===== config.mk =====
export PLATFORM = sky130hd
export DESIGN_NAME = btn_input_reader
export DESIGN_NICKNAME = d
export VERILOG_FILES = /design/src/rtl/btn_input_reader_pkg.sv /design/src/rtl/btn_input_reader_debounce_cell.sv /design/src/rtl/btn_input_reader.sv
export SDC_FILE = /design/constraint.sdc
export NUM_CORES = 1
export LEC_CHECK = 0
export CAP_MARGIN = 20
export CORE_ASPECT_RATIO = 1.2
export CORE_UTILIZATION = 30
export DETAILED_ROUTE_END_ITERATION = 10
export PLACE_DENSITY = 0.46
export SLEW_MARGIN = 15
export SYNTH_ARGS = -nofsm -noshare
export SYNTH_HDL_FRONTEND = slang
export SYNTH_SLANG_ARGS = --single-unit

===== constraint.sdc =====
create_clock -name clk -period 1.8 [get_ports clk]
set_input_delay 0.54 -clock clk [delete_from_list [all_inputs] [get_ports clk]]
set_output_delay 0.54 -clock clk [all_outputs]
set_load 0.02 [all_outputs]

===== src/rtl/btn_input_reader_pkg.sv =====
// Shared definitions for the button/switch input reader: debounce state encoding
// and default sizing.
package btn_input_reader_pkg;

    typedef enum logic [1:0] {
        STABLE_LO = 2'd0,
        WAIT_HI   = 2'd1,
        STABLE_HI = 2'd2,
        WAIT_LO   = 2'd3
    } db_state_t;

    localparam int DEFAULT_DEBOUNCE_CYCLES = 500000;
    localparam int DEFAULT_CNT_W           = 20;
    localparam int SW_W                    = 8;

endpackage


===== src/rtl/btn_input_reader_debounce_cell.sv =====
// One push-button: 2-flop synchroniser, debounce FSM with stability counter,
// registered level plus single-cycle press/release events.
module debounce_cell
    import btn_input_reader_pkg::*;
#(
    parameter int DEBOUNCE_CYCLES = DEFAULT_DEBOUNCE_CYCLES,
    parameter int CNT_W           = DEFAULT_CNT_W
) (
    input  logic clk,
    input  logic rst,
    input  logic i_btn,
    output logic o_level,
    output logic o_press,
    output logic o_release
);

    localparam logic [CNT_W-1:0] LAST_CNT = CNT_W'(DEBOUNCE_CYCLES - 1);
    localparam logic [CNT_W-1:0] ONE_CNT  = CNT_W'(1);

    logic [1:0]       r_sync;
    db_state_t        r_state;
    logic [CNT_W-1:0] r_cnt;
    logic             r_level;
    logic             r_press;
    logic             r_release;

    db_state_t        w_state_nxt;
    logic [CNT_W-1:0] w_cnt_nxt;
    logic             w_level_nxt;
    logic             w_press_nxt;
    logic             w_release_nxt;
    logic             w_s;

    assign w_s = r_sync[1];

    always_ff @(posedge clk) begin
        if (rst) begin
            r_sync    <= '0;
            r_state   <= STABLE_LO;
            r_cnt     <= '0;
            r_level   <= 1'b0;
            r_press   <= 1'b0;
            r_release <= 1'b0;
        end else begin
            r_sync    <= {r_sync[0], i_btn};
            r_state   <= w_state_nxt;
            r_cnt     <= w_cnt_nxt;
            r_level   <= w_level_nxt;
            r_press   <= w_press_nxt;
            r_release <= w_release_nxt;
        end
    end

    // Counter holds the number of consecutive cycles the new level has been seen
    always_comb begin
        w_state_nxt   = r_state;
        w_cnt_nxt     = r_cnt;
        w_level_nxt   = r_level;
        w_press_nxt   = 1'b0;
        w_release_nxt = 1'b0;
        case (r_state)
            STABLE_LO: if (w_s) begin
                w_state_nxt = WAIT_HI;
                w_cnt_nxt   = ONE_CNT;
            end
            WAIT_HI: begin
                if (!w_s) begin
                    w_state_nxt = STABLE_LO;
                    w_cnt_nxt   = '0;
                end else if (r_cnt == LAST_CNT) begin
                    w_state_nxt = STABLE_HI;
                    w_cnt_nxt   = '0;
                    w_level_nxt = 1'b1;
                    w_press_nxt = 1'b1;
                end else begin
                    w_cnt_nxt = r_cnt + ONE_CNT;
                end
            end
            STABLE_HI: if (!w_s) begin
                w_state_nxt = WAIT_LO;
                w_cnt_nxt   = ONE_CNT;
            end
            WAIT_LO: begin
                if (w_s) begin
                    w_state_nxt = STABLE_HI;
                    w_cnt_nxt   = '0;
                end else if (r_cnt == LAST_CNT) begin
                    w_state_nxt   = STABLE_LO;
                    w_cnt_nxt     = '0;
                    w_level_nxt   = 1'b0;
                    w_release_nxt = 1'b1;
                end else begin
                    w_cnt_nxt = r_cnt + ONE_CNT;
                end
            end
            default: begin
                w_state_nxt = STABLE_LO;
                w_cnt_nxt   = '0;
            end
        endcase
    end

    assign o_level   = r_level;
    assign o_press   = r_press;
    assign o_release = r_release;

endmodule


===== src/rtl/btn_input_reader.sv =====
// Debounced push-button events plus a switch-word capture on btn[0], handed to
// the LED sequencer over valid/ready with sticky overrun on dropped presses.
module btn_input_reader
    import btn_input_reader_pkg::*;
#(
    parameter int N_BTN           = 4,
    parameter int DEBOUNCE_CYCLES = DEFAULT_DEBOUNCE_CYCLES,
    parameter int CNT_W           = DEFAULT_CNT_W
) (
    input  logic             clk,
    input  logic             rst,
    input  logic [N_BTN-1:0] btn,
    input  logic [SW_W-1:0]  sw,
    output logic [N_BTN-1:0] btn_level,
    output logic [N_BTN-1:0] btn_press,
    output logic [N_BTN-1:0] btn_release,
    output logic [SW_W-1:0]  pattern,
    output logic             pattern_valid,
    input  logic             pattern_ready,
    output logic             overrun
);

    logic [SW_W-1:0] r_sw_meta;
    logic [SW_W-1:0] r_sw_sync;
    logic [SW_W-1:0] r_pattern;
    logic            r_valid;
    logic            r_overrun;
    logic            w_cap_press;
    logic            w_handshake;

    for (genvar g = 0; g < N_BTN; g++) begin : g_btn
        debounce_cell #(
            .DEBOUNCE_CYCLES(DEBOUNCE_CYCLES),
            .CNT_W          (CNT_W)
        ) u_cell (
            .clk      (clk),
            .rst      (rst),
            .i_btn    (btn[g]),
            .o_level  (btn_level[g]),
            .o_press  (btn_press[g]),
            .o_release(btn_release[g])
        );
    end

    assign w_cap_press = btn_press[0];
    assign w_handshake = r_valid & pattern_ready;

    // A press is accepted when the slot is free or being emptied this cycle
    always_ff @(posedge clk) begin
        if (rst) begin
            r_sw_meta <= '0;
            r_sw_sync <= '0;
            r_pattern <= '0;
            r_valid   <= 1'b0;
            r_overrun <= 1'b0;
        end else begin
            r_sw_meta <= sw;
            r_sw_sync <= r_sw_meta;
            if (w_cap_press && (!r_valid || w_handshake)) begin
                r_pattern <= r_sw_sync;
                r_valid   <= 1'b1;
            end else if (w_handshake) begin
                r_valid <= 1'b0;
            end else if (w_cap_press) begin
                r_overrun <= 1'b1;
            end
        end
    end

    assign pattern       = r_pattern;
    assign pattern_valid = r_valid;
    assign overrun       = r_overrun;

endmodule


Yosys cells after proc, flatten, opt, wreduce, memory -nomap -nowiden
Index checks and enable logic that the tools add are counted.
{"block": "word_totals", "reg_bits": 134, "in_bits": 15, "out_inout_bits": 22, "wordCells": 207}
{"block": "classes", "n_addsub": 4, "n_eq_ne": 48, "muxes": 78, "n_bitwise": 15, "n_reduce_logical": 33}
{"op": "20-bit 2-to-1 mux", "n": 20}
{"op": "20-bit one-hot mux with 4 select lines", "n": 4}
{"op": "20-bit by 1-bit adder with 20-bit output (second input constant)", "n": 4}
{"op": "20-bit by 19-bit == test with 1-bit output (second input constant)", "n": 4}
{"op": "2-bit 2-to-1 mux", "n": 24}
{"op": "2-bit by 1-bit inequality test with 1-bit output (second input constant)", "n": 16}
{"op": "2-bit one-hot mux with 4 select lines", "n": 4}
{"op": "3-bit OR reduction", "n": 8}
{"op": "1-bit 2-to-1 mux", "n": 22}
{"op": "5-bit AND reduction", "n": 4}
{"op": "2-bit == test (second input constant)", "n": 8}
{"op": "2-bit inequality test (second input constant)", "n": 8}
{"op": "4-bit AND reduction", "n": 4}
{"op": "1-bit NOT", "n": 14}
{"op": "3-bit by 1-bit inequality test with 1-bit output (second input constant)", "n": 4}
{"op": "3-bit inequality test (second input constant)", "n": 4}
{"op": "2-bit nonzero test", "n": 5}
{"op": "2-bit by 1-bit == test with 1-bit output (second input constant)", "n": 4}
{"op": "2-bit zero test", "n": 4}
{"op": "1-bit one-hot mux with 2 select lines", "n": 4}
{"op": "2-bit AND reduction", "n": 4}
{"op": "3-bit AND reduction", "n": 1}
{"op": "1-bit bitwise AND", "n": 1}
{"op": "1-bit logical AND", "n": 1}
{"op": "other kinds (2)", "n": 2}

Logic depth before layout (Yosys ltp)
{"block": "logic_depth", "depth_word": 5, "ltp_mapped": 9, "ltp_nobuf": 6}

Modules after synthesis
Synthesis repeated with hierarchy kept, for this count alone.
{"block": "hier_totals", "cells_unflattened": 720, "area_unflattened_um2": 6331.1}
{"module": "debounce_cell at g_btn[1].u_cell ...", "instances": 2, "cells_each": 160, "area_per_inst_um2": 1367.6, "seq_area_each_um2": 540.5}
{"module": "debounce_cell at g_btn[3].u_cell", "instances": 1, "cells_each": 163, "area_per_inst_um2": 1372.6, "seq_area_each_um2": 540.5}
{"module": "debounce_cell at g_btn[0].u_cell", "instances": 1, "cells_each": 160, "area_per_inst_um2": 1351.3, "seq_area_each_um2": 540.5}
{"module": "btn_input_reader", "instances": 1, "cells_each": 77, "area_per_inst_um2": 872.1, "seq_area_each_um2": 520.5}

Worst setup path before layout
Ideal clock, no wire load.
{"block": "synth_timing", "kind": "register to register", "start": "reg g_btn[1].u_cell.r_cnt[0]", "end": "reg g_btn[1].u_cell.r_level", "setup_ns": 0.132, "arrival_time_ns": 1.867, "required_time_ns": 1.668, "slack_ns": -0.199, "stages_incl_launch_ff": 9, "path_buffers": 2, "synth_period_minus_slack_ns": 1.999, "path_cell_list": "dfxtp_1 -> ha_1 -> and4_1 -> clkbuf_1 -> nand2_1 -> or4_1 -> clkbuf_1 -> mux2i_1 -> a21oi_1"}
{"block": "synth_via", "elab_chain_len": 3, "word_cells_on_any_way": 4, "cone_classes": "eq/ne: 3; reduce/logical: 1"}
{"item": "from (decl)", "line": "btn_input_reader_debounce_cell.sv:22", "text": "logic [CNT_W-1:0] r_cnt;"}
{"item": "from (signal assigned)", "line": "btn_input_reader_debounce_cell.sv:47", "text": "r_cnt <= w_cnt_nxt;"}
{"item": "20-bit by 19-bit == test with 1-bit output *", "line": "btn_input_reader_debounce_cell.sv:70, btn_input_reader_debounce_cell.sv:87"}
{"item": "2-bit by 1-bit inequality test with 1-bit output (no source line)"}
{"item": "5-bit AND reduction (no source line) *"}
{"item": "to (signal assigned)", "line": "btn_input_reader_debounce_cell.sv:48", "text": "r_level <= w_level_nxt;"}
{"item": "to (decl)", "line": "btn_input_reader_debounce_cell.sv:23", "text": "logic r_level;"}
Every way passes the cells marked *; elsewhere a longest branch is shown, timed or not.
A chain may end at the register's enable or synchronous reset.

Final worst setup path
{"block": "layout_timing", "start": "reg g_btn[3].u_cell.r_cnt[11]", "end": "reg g_btn[3].u_cell.r_cnt[15]"}
{"block": "layout_via", "elab_chain_len": 4, "word_cells_on_any_way": 6, "cone_classes": "add/sub: 1; eq/ne: 1; mux: 4"}
{"item": "from (decl)", "line": "btn_input_reader_debounce_cell.sv:22"}
{"item": "from (signal assigned)", "line": "btn_input_reader_debounce_cell.sv:47"}
{"item": "20-bit by 1-bit adder with 20-bit output / 20-bit by 19-bit == test with 1-bit output (equally long branches)"}
{"item": "20-bit 2-to-1 mux *", "line": "btn_input_reader_debounce_cell.sv:70, btn_input_reader_debounce_cell.sv:87"}
{"item": "20-bit 2-to-1 mux, on equally long branches", "line": "btn_input_reader_debounce_cell.sv:84, btn_input_reader_debounce_cell.sv:67"}
{"item": "20-bit one-hot mux with 4 select lines *", "line": "btn_input_reader_debounce_cell.sv:61", "text": "case (r_state)"}
Marks and branches as above.

==> flow_summary.toml <==
[pwr]
p_clk_share_pct = 52.4
internal_power_w = 0.005349
peakVddDrop_mv = 0.6779
p_switching_w = 0.001584
power_frac_comb_pct = 3.9
power_w = 0.006933
power_frac_seq_pct = 43.7
sw_frac_of_total_pct = 22.85
p_leak_nw = 3.557
power.density_nw_per_um2 = 785.4

[floorplanning]
rows = 56
die_x_um = 132.4
core-area_um2 = 19760
die_height_um = 158.4
start_util_pct = 30.96
die_area_um2 = 20970
io_pins = 37

[synth]
ys_warn_count = 0
ys_types = 58
synthArstFlopShare_pct = 0
synth_edf_count = 0
syn_avg_cell_area_um2 = 8.802
synth_cells = 695
syn-cell-area_um2 = 6117
synth-seq-cells = 134
synthesis.nets = 714
synthFlopType = "dfxtp_1"
seq_area_frac_synth_pct = 43.85

[cts]
clk_pin_slew_ns = 0.06
cts_tree = "yes"
cts-root-buf = "clkbuf_16"
worst_skew_pair.late_latency_ns = 0.41
numCtsBuffers = 17
cts_sinks = 134
cts_buffer_depth = 2
htree_levels = 4

[sta]
skew_ns = 0.009645
setup_violations = 52
holdWs_ns = 0.4351
layout_min_cycle_time_ns = 1.946
worstMarginPinSlew_ns = 0.5433
final_max_slew_viol_count = 0
max_slew_margin_pct = 63.64
setup_slack_ns = -0.1459
post-route-period-util_pct = 108.1
hold_viol_final = 0
rsz0062_at_grt = "true"
clock.fmax_ghz = 0.5139

[worst_hold_path]
min_delay_path_depth = 1
min_from = "r_sw_meta[1]"
min_to = "r_sw_sync[1]"
hold_class = "flop to flop"

[placement]
portBuffers = 36
globalplace.congestion = 0.8064
place_ws_ns = -0.4620
dp.final_hpwl_mm = 11.00

[drt]
wire_per_inst_um = 14.15
via_per_inst = 5.018
drt_iter0_markers = 284
vias = 5680
dr.pass1.iters = 4
routed_wirelength_mm = 16.01
ant_nets = 0
drc_errors = 0

[worst_setup_path]
critPathKind = "flop to flop"
rr_startpoint = "g_btn[3].u_cell.r_cnt[11]"
cp-start-kind = "flop"
crit_chain = "or4b_4 > nor4_4 > buf_4 > a211oi_4 > buf_6 > a221o_1"
required_ns = 2.10
cp-end-kind = "flop"
path_max_fanout = 6
cp_slowest_cell = "or4b_4"
reg2reg_slack_ns = -0.15
rr_endpoint = "g_btn[3].u_cell.r_cnt[15]"
crit_family = "simple AND/OR/NAND/NOR gates"
crit_buf_inv = 2
rr_worst_depth = 6
worstPathArrival_ns = 2.25
slowest_delay_ns = 0.55

[layout]
multi_input_area_um2 = 3583
synthToLayoutAreaGrowth_pct = 44.30
most-common-layout-cells = "129 x buf_4, 125 x dfxtp_1, 57 x nand2_1"
postLayoutCoreUtil_pct = 44.67
final_nets = 877
fillers = 1943
seq_area_um2 = 2694
antenna_cells = 0
drive_above_1_share_pct = 30.31
layout_commonest_cell = "buf_4"

[status]
status = "finished with violations"
violations = "negative setup slack"

[grt]
grt_max_degree = 41
grt_pass1_wl_mm = 26.34
grt_overflow = 0
grt_pass1_vias = 5504
antenna_found_initial = 0
grt_usage_pct = 15.60

[run]
cap_viol_max_count = 0
-- how the worst max path moves through the flow --
stage / from / depth (start not counted) / end / slack (ns)
2_1_floorplan: g_btn[2].u_cell.r_cnt[12] / 6 / g_btn[2].u_cell.r_cnt[12] / -0.08
3_3_place_gp: g_btn[0].u_cell.r_cnt[0] / 6 / g_btn[0].u_cell.r_cnt[12] / -0.43
3_5_place_dp: g_btn[0].u_cell.r_cnt[0] / 6 / g_btn[0].u_cell.r_cnt[5] / -0.46
4_1_cts: g_btn[3].u_cell.r_cnt[10] / 6 / g_btn[3].u_cell.r_cnt[15] / -0.15
5_1_grt: g_btn[3].u_cell.r_cnt[11] / 6 / g_btn[3].u_cell.r_cnt[15] / -0.23
6_report: g_btn[3].u_cell.r_cnt[11] / 6 / g_btn[3].u_cell.r_cnt[15] / -0.15
-- worst register-to-register path, cell delays in order, from the launching register on --
cell	delay, ns
dfxtp_2	0.32
or4b_4	0.55
nor4_4	0.24
buf_4	0.18
a211oi_4	0.09
buf_6	0.16
a221o_1	0.29
-- Yosys cell counts, drive strengths merged, types with 6 or more instances --
cell | number | area [µm²]
a21oi | 43 | 219.0
a22o | 13 | 113.9
a31oi | 48 | 300.3
and3 | 14 | 87.58
and4 | 13 | 113.9
buf | 24 | 170.2
clkbuf | 20 | 75.07
dfxtp | 134 | 2683
inv | 10 | 37.54
mux2i | 17 | 170.2
nand2 | 59 | 221.5
nand2b | 14 | 87.58
nand3 | 40 | 200.2
nand4 | 19 | 118.9
nor2 | 48 | 180.2
nor2b | 32 | 200.2
nor3 | 14 | 70.07
nor3b | 7 | 52.55
nor4 | 15 | 145.1
o21ai | 19 | 95.09
or3 | 6 | 37.54
or4 | 6 | 45.04
xnor2 | 6 | 52.55
xor2 | 15 | 131.4
-- cell families (layout without fill, tap and decap cells) --
logic type	Yosys count	in the layout	synth area share, %
simple gates	309	309	28.49
compound gates	156	158	16.42
flops	134	134	43.85
buf+inv	54	228	4.623
xor+xnor	21	21	3.007
mux	17	17	2.782
fa+ha+maj	4	4	0.8182
-- registers in the layout (all words and copies together) (netlist names), named ones only --
signal	count
r_sw_sync	8
g_btn.u_cell.o_release	4
g_btn.u_cell.o_press	4
overrun	1
pattern_valid	1
r_sw_meta	8
g_btn.u_cell.r_cnt	80
pattern	8
g_btn.u_cell.r_state	4
g_btn.u_cell.r_sync	8
g_btn.u_cell.o_level	4
-- through the flow --
stage,cell area [µm²],instances,setup TNS [ns]
after detailed placement,7646,1080,-10.98
after global routing,8827,1132,-8.954
after floorplan,6227,695,-0.7150
final,8827,1132,-3.262
after global placement,7646,1080,-8.732
after CTS,8611,1128,-2.718
-- area by class of cell --
cell class / instances / area share, %
Multi-Input combinational cell: 509 / 40.60
Clock buffer: 17 / 4.819
Clock inverter: 15 / 2.183
Sequential cell: 134 / 30.52
Timing Repair Buffer: 186 / 17.76
Inverter: 10 / 0.4252
Tap cell: 261 / 3.699
-- repair_timing --
action                     in CTS  in global routing
hold buffers                    0                  0
cloned                          3                  0
setup endpoints to repair      92                 73
pin swaps                      29                 33
setup buffers                  13                  6
gates resized for setup        70                 35
-- power by group through the flow --
stage          clock, W  combinational [W]  sequential (W)
4_1_cts         0.00373           0.000267         0.00303
5_1_grt         0.00386           0.000295         0.00303
3_5_place_dp          0           0.000264         0.00310
3_3_place_gp          0           0.000261         0.00309
2_1_floorplan         0           0.000147         0.00309
6_report        0.00363           0.000270         0.00303
-- layer usage --
metal,routed length (µm),track usage [%],part of all wire [%]
met1,7337,18.39,46
met2,8092,27.87,51
met3,409,3.120,2.6
met4,175,6.021,1.1
met5,0,0,0
(Power assumes the default switching activity.)
